===== src/rtl/ex_mul_ctrl_if.sv =====
// Bundle of the multiply sequencer's pipeline-facing signals: the operand/start
// request, the borrowed execute-stage ALU override path and the result.
interface ex_mul_ctrl_if #(
    parameter int N = 64
);
    logic         start;
    logic [N-1:0] op_a;
    logic [N-1:0] op_b;
    logic [N-1:0] alu_result_in;
    logic         alu_own;
    logic [N-1:0] alu_a_out;
    logic [N-1:0] alu_b_out;
    logic [3:0]   alu_ctrl_out;
    logic         stall;
    logic         done;
    logic [N-1:0] product;

    // Pipeline / execute-stage side: issues the MUL and hosts the shared ALU.
    modport master (
        output start, op_a, op_b, alu_result_in,
        input  alu_own, alu_a_out, alu_b_out, alu_ctrl_out, stall, done, product
    );

    // Multiply sequencer side.
    modport slave (
        input  start, op_a, op_b, alu_result_in,
        output alu_own, alu_a_out, alu_b_out, alu_ctrl_out, stall, done, product
    );
endinterface


===== src/rtl/ex_mul_ctrl.sv =====
// Multi-cycle shift-and-add multiplier for the execute stage. Each partial-sum
// add is done by the existing execute ALU through its override muxes, so the
// sequencer itself only holds the shift registers and the accumulator.
module ex_mul_ctrl #(
    parameter int N = 64
) (
    input logic          clk,
    input logic          reset,
    ex_mul_ctrl_if.slave bus
);
    localparam logic [3:0] ALU_ADD  = 4'b0010;
    localparam logic [3:0] ALU_NONE = 4'b0000;

    typedef enum logic [1:0] {IDLE, RUN, DONE} state_t;

    state_t       state;
    logic [N-1:0] acc;
    logic [N-1:0] mcand;
    logic [N-1:0] mplier;
    logic [N-1:0] product_q;
    logic         done_q;

    logic [N-1:0] acc_next;
    logic [N-1:0] mplier_shr;
    logic         run;

    // Next accumulator value: the ALU sum (acc + mcand) when this multiplier
    // bit is set, otherwise the accumulator is unchanged.
    always_comb begin
        acc_next   = mplier[0] ? bus.alu_result_in : acc;
        mplier_shr = mplier >> 1;
    end

    // Sequencer FSM: loads operands on start, iterates one multiplier bit per
    // cycle and stops as soon as no set bits remain, then pulses done.
    always_ff @(posedge clk) begin
        if (!reset) begin
            state     <= IDLE;
            acc       <= '0;
            mcand     <= '0;
            mplier    <= '0;
            product_q <= '0;
            done_q    <= 1'b0;
        end else begin
            done_q <= 1'b0;
            case (state)
                IDLE: begin
                    if (bus.start) begin
                        mcand  <= bus.op_a;
                        mplier <= bus.op_b;
                        acc    <= '0;
                        if (bus.op_b == '0) begin
                            // Nothing to add: the product is zero right away.
                            state     <= DONE;
                            product_q <= '0;
                            done_q    <= 1'b1;
                        end else begin
                            state <= RUN;
                        end
                    end
                end
                RUN: begin
                    acc    <= acc_next;
                    mcand  <= mcand << 1;
                    mplier <= mplier_shr;
                    if (mplier_shr == '0) begin
                        state     <= DONE;
                        product_q <= acc_next;
                        done_q    <= 1'b1;
                    end
                end
                DONE: begin
                    state <= IDLE;
                end
                default: begin
                    state <= IDLE;
                end
            endcase
        end
    end

    // ALU override is only claimed while iterating; outside RUN the muxes
    // see zeros so the normal execute path is undisturbed.
    assign run              = (state == RUN);
    assign bus.alu_own      = run;
    assign bus.alu_a_out    = run ? acc   : '0;
    assign bus.alu_b_out    = run ? mcand : '0;
    assign bus.alu_ctrl_out = run ? ALU_ADD : ALU_NONE;

    // Stall is combinational so the pipeline freezes in the accept cycle.
    assign bus.stall   = reset & (((state == IDLE) & bus.start) | run);
    assign bus.done    = done_q;
    assign bus.product = product_q;
endmodule


===== src/flat_wrapper.sv =====
// flat-port wrapper written by rule: the top's interface ports become plain ports
module ex_mul_ctrl_flat 
#(
    parameter int N = 64
)
  (clk, reset, bus_start, bus_op_a, bus_op_b, bus_alu_result_in, bus_alu_own, bus_alu_a_out, bus_alu_b_out, bus_alu_ctrl_out, bus_stall, bus_done, bus_product);
  ex_mul_ctrl_if #(.N(N)) bus_i ();
  input logic clk;
  input logic reset;
  input wire logic [$bits(bus_i.start)-1:0] bus_start;
  input wire logic [$bits(bus_i.op_a)-1:0] bus_op_a;
  input wire logic [$bits(bus_i.op_b)-1:0] bus_op_b;
  input wire logic [$bits(bus_i.alu_result_in)-1:0] bus_alu_result_in;
  output wire logic [$bits(bus_i.alu_own)-1:0] bus_alu_own;
  output wire logic [$bits(bus_i.alu_a_out)-1:0] bus_alu_a_out;
  output wire logic [$bits(bus_i.alu_b_out)-1:0] bus_alu_b_out;
  output wire logic [$bits(bus_i.alu_ctrl_out)-1:0] bus_alu_ctrl_out;
  output wire logic [$bits(bus_i.stall)-1:0] bus_stall;
  output wire logic [$bits(bus_i.done)-1:0] bus_done;
  output wire logic [$bits(bus_i.product)-1:0] bus_product;
  assign bus_i.start = bus_start;
  assign bus_i.op_a = bus_op_a;
  assign bus_i.op_b = bus_op_b;
  assign bus_i.alu_result_in = bus_alu_result_in;
  assign bus_alu_own = bus_i.alu_own;
  assign bus_alu_a_out = bus_i.alu_a_out;
  assign bus_alu_b_out = bus_i.alu_b_out;
  assign bus_alu_ctrl_out = bus_i.alu_ctrl_out;
  assign bus_stall = bus_i.stall;
  assign bus_done = bus_i.done;
  assign bus_product = bus_i.product;
  ex_mul_ctrl #(.N(N)) u_core (.clk(clk), .reset(reset), .bus(bus_i));
endmodule

===== config.mk =====
export PLATFORM = sky130hd
export DESIGN_NAME = ex_mul_ctrl_flat
export DESIGN_NICKNAME = d
export VERILOG_FILES = /design/src/rtl/ex_mul_ctrl_if.sv /design/src/rtl/ex_mul_ctrl.sv /design/src/flat_wrapper.sv
export SDC_FILE = /design/constraint.sdc
export NUM_CORES = 1
export LEC_CHECK = 0
export CORE_AREA = 4 4 162 164
export DETAILED_ROUTE_END_ITERATION = 10
export DIE_AREA = 0 0 166 168
export GPL_ROUTABILITY_DRIVEN = 0
export PLACE_DENSITY_LB_ADDON = 0.15
export RECOVER_POWER = 100
export SYNTH_ARGS = -nofsm -noshare
export SYNTH_HDL_FRONTEND = slang
export SYNTH_SLANG_ARGS = --single-unit

===== constraint.sdc =====
create_clock -name clk -period 3.8 [get_ports clk]
set_input_delay 0.57 -clock clk [delete_from_list [all_inputs] [get_ports clk]]
set_output_delay 0.57 -clock clk [all_outputs]
set_load 0.02 [all_outputs]

==> results.cfg <==
[route]
wl_per_cell_um = 17.8
detail-route-antenna-nets = 0
num_vias = 11378
top_layer_used = met4
postRouteWirelength_um = 38000
drcViolationCount = 0
routed_via_density = 5.34
detail_route_met2_wl_um = 17800
route.met3.wl_um = 3480
drt_iter0_drc = 973
wl_met1_um = 15400
number_of_detailed_routing_iterations_run_before_antenna_repair = 5

[yosys]
synth.cell_area_mm2 = 0.0123
post_synth_fa_ha_maj_area_fraction = 0
synth_top_flop_cell = sky130_fd_sc_hd__dfxtp_1
yosys.area_share.xor_xnor = 0
synth_top_family_by_area = simple AND/OR/NAND/NOR gates
asyncSetResetFlopFracSynth = 0
synth_cells = 1471
synth.ff_latch_count = 259
post_synth.cell_area_avg_um2 = 8.38
ys_types = 26
post_synth_and_or_nand_nor_area_fraction = 0.254
synth_warnings = 0
synth-edff-count = 0
synth-compound-area-share = 0.176
synthMuxAreaShare = 0.104
synth.yosys.seq_area_share = 0.421

[placed_design]
placedInstanceArea_mm2 = 0.0163
port_buffers = 390
hpwl_um = 25400
placement.setup.worst_slack_ns = 0.576

[cells_and_area]
synthToLayoutAreaGrowth_pct = 39.4
register_area_mm2 = 0.00519
final_layout_size_suffix_gt1_frac = 0.0750
commonest_non_fill_non_tap_cell_in_the_layout = sky130_fd_sc_hd__dfxtp_1
mostFrequentLayoutCells = sky130_fd_sc_hd__dfxtp_1 (257), sky130_fd_sc_hd__dlygate4sd3_1 (195), sky130_fd_sc_hd__clkdlybuf4s50_1 (193)
final_design_area_no_fill_mm2 = 0.0172
fillerInstances = 2051
multi_input_comb_area_mm2 = 0.00661
utilization_after_layout = 0.690
nNetsFinal = 1972

[clock_tree]
cts_tree = done
post_cts.repair.setup_buffers = 0
clock_pin_slew_on_the_worst_setup_and_hold_paths_ns = 0.06
clk_root_buffer_cell = sky130_fd_sc_hd__clkbuf_16
post_cts_resize_count = 0
clkLatencyLatePin_ns = 0.54
clock_path_buffers = 3
cts_num_sinks = 259
htreeDepth = 1
cts_hold_buf = 0
cts_buffers = 29

[outcome]
violations = max-capacitance violations, max-slew violations
status = finished with violations

[sta]
max_slew_headroom = -0.322
min_period_over_period = 0.868
setup_slack_ns = 0.501
final_max_slew_viol_count = 123
fin_crit_ns = 3.30
worstMarginPinSlew_ns = 1.98
rsz0062_at_grt = no
final.setup.tns_ns = 0
maxClockFrequency_mhz = 303
timing.final.setup_violations = 0
fin_skew_ns = 0.0150
hold_viol = 0

[die]
die_area_mm2 = 0.0279
core_area_mm2 = 0.0249
io_pins = 394
floorplan.die.height_um = 168
initial_core_util = 0.495
die_width_um = 166
fp-row-count = 58

[run]
reported_max_cap_violation_count = 1

[global_route]
number_of_global_route_vias_before_repair = 11008
first_pass_grt_wire_length_um = 59600
total_routing_usage_reported_by_global_routing = 0.257
globalRoute.totalOverflow = 0
initial_antenna_violation_count = 2
pin_count_of_the_biggest_net_entering_global_routing = 132

[pwr]
leakagePower_nw = 7.29
max-vdd-ir-drop_v = 0.000366
power_per_standard_cell_area_mw_per_mm2 = 401
report.power.total_mw = 6.88

[setup_path]
crit_chain = nand2b_2, clkinv_2, buf_12, and2_1, dlygate4sd3_1
end_kind = primary output
crit_family = buffers and inverters
criticalPathCategory = register to primary output
critical_path_peak_fanout = 131
timing.critical_path.slowest_cell_delay_ns = 0.74
timing.critical_path.arrival_ns = 2.73
crit_path_top_delay_cell = sky130_fd_sc_hd__dlygate4sd3_1
worst_setup_path_start_kind = register
critPathRequiredTime_ns = 3.23
critical_path.n_buffers_inverters = 3

[min_path]
worst_hold_path_class = register to register
-- sequential cells by signal (all words and copies together) (netlist names) --
name,count
u_core.bus.done,1
u_core.acc,64
u_core.mcand,64
u_core.state,2
u_core.mplier,64
u_core.bus.product,64
-- layer usage --
metal	vias to the layer above	global-route usage
met5	-	0
met4	0	0.0893
met3	77	0.0869
met2	388	0.424
met1	5270	0.315
li1	5643	-
-- cells in the mapped netlist (all sizes together), types with 2 or more instances --
master / n / area share
a21boi: 64 / 0.039
a21oi: 192 / 0.078
and2: 129 / 0.065
buf: 22 / 0.012
clkbuf: 109 / 0.033
dfxtp: 259 / 0.42
mux2i: 128 / 0.10
nand2: 192 / 0.058
nand2b: 2 / 0.0010
nand4: 8 / 0.0041
nor2: 131 / 0.040
nor2b: 130 / 0.066
nor3: 2 / 0.00081
nor4: 33 / 0.017
o221a: 63 / 0.058
-- where the power goes --
part	switching (mW)	total [mW]	internal, mW
clock network	1.14	2.75	1.61
registers	0.132	3.01	2.87
logic	0.571	1.13	0.559
total	1.84	6.88	5.04
-- final timing paths --
check / startpoint / endpoint / slack [ns] / cells after the start
min reg2reg: u_core.bus.product[54] / u_core.bus.product[54] / 0.46 / 2
min: u_core.bus.product[54] / u_core.bus.product[54] / 0.46 / 2
max: u_core.state[0] / bus_alu_b_out[7] / 0.50 / 5
max reg2reg: u_core.state[0] / u_core.bus.product[15] / 0.65 / 6
-- cells by family after synthesis --
| family | Yosys count |
|---|---|
| other | 1 |
| flip-flops | 259 |
| AO/OA/AOI/OAI | 321 |
| AND/OR/NAND/NOR | 630 |
| multiplexers | 128 |
| buffers and inverters | 132 |
-- layout make-up --
type                    count  area share
clock buffers              41      0.0489
diodes                      2    0.000291
flip-flops and latches    259       0.302
inverters                   1    0.000291
well taps                 330      0.0240
repair buffers            404       0.234
multi-input cells        1082       0.384
clock inverters            13     0.00597
-- metrics by stage --
stage	hold slack, ns	instances
after floorplan	0.455	1473
after global routing	0.477	2132
after global placement	0.444	2076
final	0.455	2132
after CTS	0.462	2130
after detailed placement	0.453	2076
-- tightest hold or removal path: stages (launching register included) --
cell                      delay (ns)
sky130_fd_sc_hd__dfxtp_1        0.30
sky130_fd_sc_hd__nand2_1        0.05
sky130_fd_sc_hd__mux2i_1        0.05
Note: power is estimated with default switching activity, not from simulation.
